<file path="config.mk">
export PLATFORM = sky130hd
export DESIGN_NAME = mem_copy_dma_flat
export DESIGN_NICKNAME = d
export VERILOG_FILES = /design/src/rtl/mem_bus_pkg.sv /design/src/rtl/mem_copy_dma_if.sv /design/src/rtl/mem_req_timer.sv /design/src/rtl/mem_copy_dma.sv /design/src/flat_wrapper.sv
export SDC_FILE = /design/constraint.sdc
export NUM_CORES = 1
export LEC_CHECK = 0
export BUFFER_PORTS_ARGS = -buffer_cell sky130_fd_sc_hd__buf_4
export CORE_MARGIN = 5
export CORE_UTILIZATION = 38
export DETAILED_ROUTE_END_ITERATION = 8
export HOLD_SLACK_MARGIN = 0.15
export PLACE_DENSITY = 0.63
export SETUP_SLACK_MARGIN = 0.5
export SLEW_MARGIN = 20
export SYNTH_ARGS = -nofsm -noshare
export SYNTH_HDL_FRONTEND = slang
export SYNTH_SLANG_ARGS = --single-unit
</file>
<file path="constraint.sdc">
create_clock -name clk -period 2.22 [get_ports clk]
set_input_delay 0.444 -clock clk [delete_from_list [all_inputs] [get_ports clk]]
set_output_delay 0.444 -clock clk [all_outputs]
set_load 0.05 [all_outputs]
</file>
<file path="src/rtl/mem_bus_pkg.sv">
// -----------------------------------------------------------------------------
// mem_bus_pkg
// Shared definitions for the memory-copy DMA and its bus interface:
//   - bus width constants (32-bit address/data, 4-bit byte strobe)
//   - word-alignment mask and helper
//   - DMA controller state encoding
// No ports (package).
// -----------------------------------------------------------------------------
package mem_bus_pkg;

    localparam int unsigned ADDR_W = 32;
    localparam int unsigned DATA_W = 32;
    localparam int unsigned STRB_W = 4;

    // Low address bits that must be zero for a word access.
    localparam logic [ADDR_W-1:0] WORD_ALIGN_MASK = 32'h0000_0003;
    localparam logic [ADDR_W-1:0] WORD_BYTES      = 32'd4;

    localparam logic [STRB_W-1:0] STRB_NONE = 4'h0;
    localparam logic [STRB_W-1:0] STRB_FULL = 4'hF;

    typedef enum logic [1:0] {
        ST_IDLE = 2'd0,
        ST_RD   = 2'd1,
        ST_WR   = 2'd2,
        ST_DONE = 2'd3
    } dma_state_e;

    function automatic logic is_word_aligned(input logic [ADDR_W-1:0] addr);
        return (addr & WORD_ALIGN_MASK) == '0;
    endfunction

endpackage

</file>
<file path="src/rtl/mem_copy_dma_if.sv">
// -----------------------------------------------------------------------------
// mem_copy_dma_if
// picorv32-style native memory bus between the DMA (master) and a memory
// responder (slave).
//   mem_valid  master->slave  request present
//   mem_addr   master->slave  byte address (word aligned)
//   mem_wdata  master->slave  write data
//   mem_wstrb  master->slave  byte strobes; 0 = read, 4'hF = full-word write
//   mem_ready  slave->master  transfer accepted this cycle
//   mem_rdata  slave->master  read data, valid while mem_ready is high
//
// Handshake: a transfer completes on the rising clock edge where mem_valid and
// mem_ready are both high. While mem_valid is high and mem_ready is low the
// master holds mem_addr, mem_wdata and mem_wstrb constant. mem_ready while
// mem_valid is low has no meaning and is ignored by the master.
// -----------------------------------------------------------------------------
interface mem_copy_dma_if;
    import mem_bus_pkg::*;

    logic              mem_valid;
    logic [ADDR_W-1:0] mem_addr;
    logic [DATA_W-1:0] mem_wdata;
    logic [STRB_W-1:0] mem_wstrb;
    logic              mem_ready;
    logic [DATA_W-1:0] mem_rdata;

    modport master (
        output mem_valid, mem_addr, mem_wdata, mem_wstrb,
        input  mem_ready, mem_rdata
    );

    modport slave (
        input  mem_valid, mem_addr, mem_wdata, mem_wstrb,
        output mem_ready, mem_rdata
    );

endinterface

</file>
<file path="src/rtl/mem_req_timer.sv">
// -----------------------------------------------------------------------------
// mem_req_timer
// Counts cycles a bus request has been waiting for mem_ready.
//   clk      in  clock, rising edge
//   resetn   in  synchronous active-low reset
//   arm      in  request outstanding and not accepted this cycle
//   clear    in  restart the count (no request outstanding)
//   expired  out high in the TIMEOUT_CYCLES-th consecutive armed cycle
// TIMEOUT_CYCLES = 0 disables the timer (expired stays low).
// -----------------------------------------------------------------------------
module mem_req_timer #(
    parameter int unsigned TIMEOUT_CYCLES = 255
) (
    input  logic clk,
    input  logic resetn,
    input  logic arm,
    input  logic clear,
    output logic expired
);

    generate
        if (TIMEOUT_CYCLES == 0) begin : g_off
            assign expired = 1'b0;
        end else begin : g_on
            localparam int unsigned CW = (TIMEOUT_CYCLES < 2) ? 1 : $clog2(TIMEOUT_CYCLES);
            localparam logic [CW-1:0] LAST = CW'(TIMEOUT_CYCLES - 1);

            logic [CW-1:0] r_cnt;

            // r_cnt holds the number of armed cycles already elapsed, so the
            // N-th armed cycle sees r_cnt == N-1.
            always_ff @(posedge clk) begin
                if (!resetn || clear) begin
                    r_cnt <= '0;
                end else if (arm && (r_cnt != LAST)) begin
                    r_cnt <= r_cnt + 1'b1;
                end
            end

            assign expired = arm && (r_cnt == LAST);
        end
    endgenerate

endmodule

</file>
<file path="src/rtl/mem_copy_dma.sv">
// -----------------------------------------------------------------------------
// mem_copy_dma
// Word-granular memory copy / fill engine driving a picorv32 native bus.
// Copy mode alternates one read and one write per word; fill mode issues
// writes of fill_value only.
//
// Ports
//   clk, resetn        clock (rising edge), synchronous active-low reset
//   start              one-cycle command pulse, accepted only when idle
//   src_addr/dst_addr  byte addresses, must be word aligned (src only in copy)
//   len_words          number of words to move (0 = complete immediately)
//   fill_mode          1: write fill_value, 0: copy from source
//   fill_value         fill data
//   mem                bus master port (see mem_copy_dma_if)
//   busy               high in RD, WR and DONE
//   done               one-cycle pulse following the DONE state
//   err                sticky: misaligned command or bus timeout
//   words_done         writes completed for the current command
//   dbg_state          current controller state
// -----------------------------------------------------------------------------
module mem_copy_dma
    import mem_bus_pkg::*;
#(
    parameter int unsigned LEN_W          = 16,
    parameter int unsigned TIMEOUT_CYCLES = 255
) (
    input  logic                 clk,
    input  logic                 resetn,
    input  logic                 start,
    input  logic [ADDR_W-1:0]    src_addr,
    input  logic [ADDR_W-1:0]    dst_addr,
    input  logic [LEN_W-1:0]     len_words,
    input  logic                 fill_mode,
    input  logic [DATA_W-1:0]    fill_value,
    mem_copy_dma_if.master       mem,
    output logic                 busy,
    output logic                 done,
    output logic                 err,
    output logic [LEN_W-1:0]     words_done,
    output logic [1:0]           dbg_state
);

    dma_state_e        r_state;
    logic [ADDR_W-1:0] r_src;
    logic [ADDR_W-1:0] r_dst;
    logic [LEN_W-1:0]  r_remaining;
    logic              r_fill_mode;
    logic [DATA_W-1:0] r_fill_value;
    logic [DATA_W-1:0] r_rdata;

    logic              r_valid;
    logic [ADDR_W-1:0] r_addr;
    logic [DATA_W-1:0] r_wdata;
    logic [STRB_W-1:0] r_wstrb;

    logic              r_done;
    logic              r_err;
    logic [LEN_W-1:0]  r_words_done;

    logic              w_fire;
    logic              w_expired;
    logic              w_timeout;
    logic              w_misaligned;
    logic              w_last_write;

    assign w_fire       = r_valid && mem.mem_ready;
    assign w_timeout    = r_valid && !mem.mem_ready && w_expired;
    // Source alignment is irrelevant in fill mode since it is never read.
    assign w_misaligned = !is_word_aligned(dst_addr) ||
                          (!fill_mode && !is_word_aligned(src_addr));
    assign w_last_write = (r_remaining == LEN_W'(1));

    mem_req_timer #(
        .TIMEOUT_CYCLES (TIMEOUT_CYCLES)
    ) u_timer (
        .clk     (clk),
        .resetn  (resetn),
        .arm     (r_valid && !mem.mem_ready),
        .clear   (!r_valid),
        .expired (w_expired)
    );

    // Each RD/WR visit starts with mem_valid low: the first cycle in the state
    // loads the bus fields and raises mem_valid, which yields exactly one idle
    // bus cycle after every completed transfer.
    always_ff @(posedge clk) begin
        if (!resetn) begin
            r_state      <= ST_IDLE;
            r_src        <= '0;
            r_dst        <= '0;
            r_remaining  <= '0;
            r_fill_mode  <= 1'b0;
            r_fill_value <= '0;
            r_rdata      <= '0;
            r_valid      <= 1'b0;
            r_addr       <= '0;
            r_wdata      <= '0;
            r_wstrb      <= '0;
            r_done       <= 1'b0;
            r_err        <= 1'b0;
            r_words_done <= '0;
        end else begin
            r_done <= (r_state == ST_DONE);

            case (r_state)
                ST_IDLE: begin
                    if (start) begin
                        r_src        <= src_addr;
                        r_dst        <= dst_addr;
                        r_remaining  <= len_words;
                        r_fill_mode  <= fill_mode;
                        r_fill_value <= fill_value;
                        r_err        <= w_misaligned;
                        r_words_done <= '0;
                        r_valid      <= 1'b0;
                        if (w_misaligned || (len_words == '0)) begin
                            r_state <= ST_DONE;
                        end else if (fill_mode) begin
                            r_state <= ST_WR;
                        end else begin
                            r_state <= ST_RD;
                        end
                    end
                end

                ST_RD: begin
                    if (!r_valid) begin
                        r_valid <= 1'b1;
                        r_addr  <= r_src;
                        r_wdata <= '0;
                        r_wstrb <= STRB_NONE;
                    end else if (w_fire) begin
                        r_valid <= 1'b0;
                        r_rdata <= mem.mem_rdata;
                        r_src   <= r_src + WORD_BYTES;
                        r_state <= ST_WR;
                    end else if (w_timeout) begin
                        r_valid <= 1'b0;
                        r_err   <= 1'b1;
                        r_state <= ST_DONE;
                    end
                end

                ST_WR: begin
                    if (!r_valid) begin
                        r_valid <= 1'b1;
                        r_addr  <= r_dst;
                        r_wdata <= r_fill_mode ? r_fill_value : r_rdata;
                        r_wstrb <= STRB_FULL;
                    end else if (w_fire) begin
                        r_valid      <= 1'b0;
                        r_dst        <= r_dst + WORD_BYTES;
                        r_words_done <= r_words_done + 1'b1;
                        r_remaining  <= r_remaining - 1'b1;
                        if (w_last_write) begin
                            r_state <= ST_DONE;
                        end else if (r_fill_mode) begin
                            r_state <= ST_WR;
                        end else begin
                            r_state <= ST_RD;
                        end
                    end else if (w_timeout) begin
                        r_valid <= 1'b0;
                        r_err   <= 1'b1;
                        r_state <= ST_DONE;
                    end
                end

                ST_DONE: begin
                    r_state <= ST_IDLE;
                end

                default: begin
                    r_state <= ST_IDLE;
                end
            endcase
        end
    end

    assign mem.mem_valid = r_valid;
    assign mem.mem_addr  = r_addr;
    assign mem.mem_wdata = r_wdata;
    assign mem.mem_wstrb = r_wstrb;

    assign busy       = (r_state != ST_IDLE);
    assign done       = r_done;
    assign err        = r_err;
    assign words_done = r_words_done;
    assign dbg_state  = r_state;

endmodule

</file>
<file path="src/flat_wrapper.sv">
// flat-port wrapper written by rule: the top's interface ports become plain ports
module mem_copy_dma_flat import mem_bus_pkg::*;
#(
    parameter int unsigned LEN_W          = 16,
    parameter int unsigned TIMEOUT_CYCLES = 255
)
  (clk, resetn, start, src_addr, dst_addr, len_words, fill_mode, fill_value, busy, done, err, words_done, dbg_state, mem_mem_valid, mem_mem_addr, mem_mem_wdata, mem_mem_wstrb, mem_mem_ready, mem_mem_rdata);
  mem_copy_dma_if mem_i ();
  input  logic clk;
  input  logic resetn;
  input  logic start;
  input  logic [ADDR_W-1:0] src_addr;
  input  logic [ADDR_W-1:0] dst_addr;
  input  logic [LEN_W-1:0] len_words;
  input  logic fill_mode;
  input  logic [DATA_W-1:0] fill_value;
  output logic busy;
  output logic done;
  output logic err;
  output logic [LEN_W-1:0] words_done;
  output logic [1:0] dbg_state;
  output wire logic [$bits(mem_i.mem_valid)-1:0] mem_mem_valid;
  output wire logic [$bits(mem_i.mem_addr)-1:0] mem_mem_addr;
  output wire logic [$bits(mem_i.mem_wdata)-1:0] mem_mem_wdata;
  output wire logic [$bits(mem_i.mem_wstrb)-1:0] mem_mem_wstrb;
  input wire logic [$bits(mem_i.mem_ready)-1:0] mem_mem_ready;
  input wire logic [$bits(mem_i.mem_rdata)-1:0] mem_mem_rdata;
  assign mem_mem_valid = mem_i.mem_valid;
  assign mem_mem_addr = mem_i.mem_addr;
  assign mem_mem_wdata = mem_i.mem_wdata;
  assign mem_mem_wstrb = mem_i.mem_wstrb;
  assign mem_i.mem_ready = mem_mem_ready;
  assign mem_i.mem_rdata = mem_mem_rdata;
  mem_copy_dma #(.LEN_W(LEN_W), .TIMEOUT_CYCLES(TIMEOUT_CYCLES)) u_core (.clk(clk), .resetn(resetn), .start(start), .src_addr(src_addr), .dst_addr(dst_addr), .len_words(len_words), .fill_mode(fill_mode), .fill_value(fill_value), .mem(mem_i), .busy(busy), .done(done), .err(err), .words_done(words_done), .dbg_state(dbg_state));
endmodule
</file>
==> results_dict.tcl <==
set metrics [dict create \
    status "complete, no violations" \
    yosysTopAreaCell "dfxtp_1" \
    tightest_slew_ns 0.514 \
    vias 13393 \
    die_x_um 185 \
    fin_nets 2020 \
    power_frac_seq_pct 22.0 \
    yosysWarnings 0 \
    synth.net_count 1608 \
    grt_use_total_pct 24.8 \
    p_switching_mw 12.2 \
    ioPinCount 239 \
    drive_gt1_share_pct 39.6 \
    synth.top_cells.by_area "dfxtp_1, a21oi_1, mux2i_1" \
    coreArea_sq_um 30400 \
    rows 64 \
    grt_max_degree 97 \
    drtIter0Drc 1370 \
    cp.required_ns 2.71 \
    finalWirelength_mm 48.9 \
    clkLatencyLatePin_ns 0.55 \
    area_growth_pct 63.5 \
    cts_buffers 27 \
    setup_viol 0 \
    routabilityCongestion 0.866 \
    power.leakage_nw 7.31 \
    routedWlPerCell_um 21.5 \
    drv_slew 0 \
    final_hold_viol_count 0 \
    synth-seq-cells 239 \
    layout_commonest_cell "buf_4" \
    crit_arrival_ns 2.53 \
    rsz0062_at_grt "true" \
    fmax_mhz 489 \
    max_stage_delay_ns 0.59 \
    p_sw_share_pct 41.8 \
    path_clk_slew_ns 0.07 \
    dieArea_sq_um 34200 \
    h-tree-depth 1 \
    path_max_fanout 6 \
    crit_chain "or4_4 -> nor4_4 -> buf_4 -> nor4b_2 -> o22ai_1 -> o2111a_1" \
    clockBufferDepth 3 \
    clockRootBuffer "clkbuf_16" \
    grt_pass1_vias 12530 \
    critical_path_class "reg2reg" \
    viasPerCell 5.89 \
    p_comb_share_pct 62.4 \
    end_kind "register" \
    clock_skew_ns 0.0127 \
    drcViolationCount 0 \
    synth_top_area_share_pct 41.1 \
    port_buffers 238 \
    ys_seq_area_share_pct 41.1 \
    tns_ns 0 \
    cts.sinks 239 \
    fin_ws_ns 0.175 \
    async_flop_share_pct 0 \
    pwr-share-clk_pct 15.6 \
    netlist_instances 1448 \
    finalCriticalPeriod_ns 2.05 \
    min-delay-path-class "in2reg" \
    grt_pass1_wl_mm 68.8 \
    overflow 0 \
    antenna_found_initial 0 \
    maxCapViolCount 0 \
    synth_edf_count 0 \
    yosysUniqueCellTypes 74 \
    dpl_worst_slack_ns 0.00304 \
    dpl.hpwl_mm 27.5 \
    avgSynthCellArea_sq_um 8.04 \
    drt_first_pass_iters 8 \
    internal-power_mw 17.0 \
    cp-start-kind "register" \
    pwr_density_cell_nw_per_um2 1530 \
    drtAntennaViolNets 0 \
    syn_area_sq_um 11600 \
    ys.flop_type "dfxtp_1" \
    start_util_pct 38.2 \
    fin_crit_sh_pct 92.1 \
    ir_worst_vdd_mv 0.722 \
    antenna_cells 0 \
    final_cell_mix "buf_4, dfxtp_1, nand2_1" \
    cp_slowest_cell "or4_4" \
    cts_tree "built" \
    die_y_um 185 \
    maxSlewHeadroom_pct 65.7 \
]
-- sequential cells by signal (all words and copies together), names as in the netlist --
register and cells:
u_core.mem.mem_addr 32, u_core.mem.mem_wdata 32, u_core.r_dst 32, u_core.r_fill_value 32, u_core.r_rdata 32, u_core.r_src 32, u_core.r_remaining 16, u_core.words_done 16
u_core.u_timer.g_on.r_cnt 8, u_core.dbg_state 2, u_core.done 1, u_core.err 1, u_core.mem.mem_valid 1, u_core.mem.mem_wstrb 1, u_core.r_fill_mode 1
-- worst paths after layout --
kind,start,cells after the start,endpoint,slack (ns)
hold reg to reg,u_core.r_rdata[11],2,u_core.r_rdata[11],0.45
setup / recovery,u_core.r_remaining[8],6,u_core.dbg_state[0],0.17
setup reg to reg,u_core.r_remaining[8],6,u_core.dbg_state[0],0.17
hold / removal,fill_value[21],3,u_core.r_fill_value[21],0.18
-- cell families after synthesis --
family	synth area share, %
buffers and inverters	4.82
flip-flops	41.1
multiplexers	6.11
AND/OR/NAND/NOR	24.1
AO/OA/AOI/OAI	21.1
XOR/XNOR	1.58
adder cells (fa/ha/maj)	1.18
-- synth_stat cells, types with 7 or more instances --
cell / number
a211oi_1: 48
a21oi_1: 174
a22oi_1: 11
a311oi_1: 12
a31oi_1: 10
and2_1: 17
and3_1: 21
and4_1: 16
buf_1: 13
buf_2: 18
clkbuf_1: 80
dfxtp_1: 239
ha_1: 11
inv_1: 14
mux2i_1: 71
nand2_1: 189
nand3_1: 35
nand4_1: 38
nor2_1: 184
nor3_1: 26
nor4_1: 8
o211ai_1: 7
o21ai_0: 43
o221ai_1: 9
o22ai_1: 11
o32ai_1: 8
or3_1: 11
xor2_1: 20
-- worst max-delay path, delay by kind of cell, from the launching register on --
kind	cells	cell delay, ns
AOI/OAI and AO/OA	2	0.36
buffers and inverters	1	0.20
DFF	1	0.36
and+or+nand+nor	3	1.09
-- repair_timing --
| action | CTS | global route |
|---|---|---|
| hold buffers | 58 | 1 |
| gates cloned | 23 | 14 |
| pin swaps | 94 | 89 |
| hold endpoints to repair | 58 | 1 |
| setup buffers | 69 | 32 |
| resized for setup | 210 | 179 |
| endpoints found under the setup margin | 192 | 216 |
-- layer usage --
layer  share of wire (%)  GRT usage, %  routed length (um)
met5                   0             0                   0
met2                  47          41.7               23200
met4                 5.1          9.04                2490
met3                 8.7          5.54                4240
met1                  39          31.5               19000
-- power groups by stage --
stage / clock network [mW] / logic, mW / registers (mW)
after floorplan: 0 / 5.78 / 7.00
final: 4.53 / 18.2 / 6.41
after global routing: 4.80 / 18.9 / 6.48
after global placement: 0 / 9.18 / 6.27
after CTS: 4.58 / 14.9 / 6.27
after detailed placement: 0 / 9.33 / 6.29
-- area by class of cell --
cell class / count / area (sq um)
flip-flops and latches: 239 / 4820
clock buffers: 40 / 795
multi-input cells: 1074 / 7510
fillers: 2406 / 11400
clock inverters: 6 / 86.3
well taps: 396 / 495
repair buffers: 501 / 5230
inverters: 17 / 87.6
-- through the flow --
step / util (%) / area (sq um) / power (mW) / hold slack (ns) / cells
after detailed placement: 46.8 / 14200 / 15.6 / 0.446 / 2030
after CTS: 58.2 / 17700 / 25.8 / 0.151 / 2226
final: 62.5 / 19000 / 29.1 / 0.176 / 2273
after floorplan: - / 11900 / 12.8 / 0.436 / 1448
after global routing: 62.5 / 19000 / 30.2 / 0.160 / 2273
after global placement: 46.8 / 14200 / 15.4 / 0.442 / 2030
Note: power is estimated with default switching activity, not from simulation.
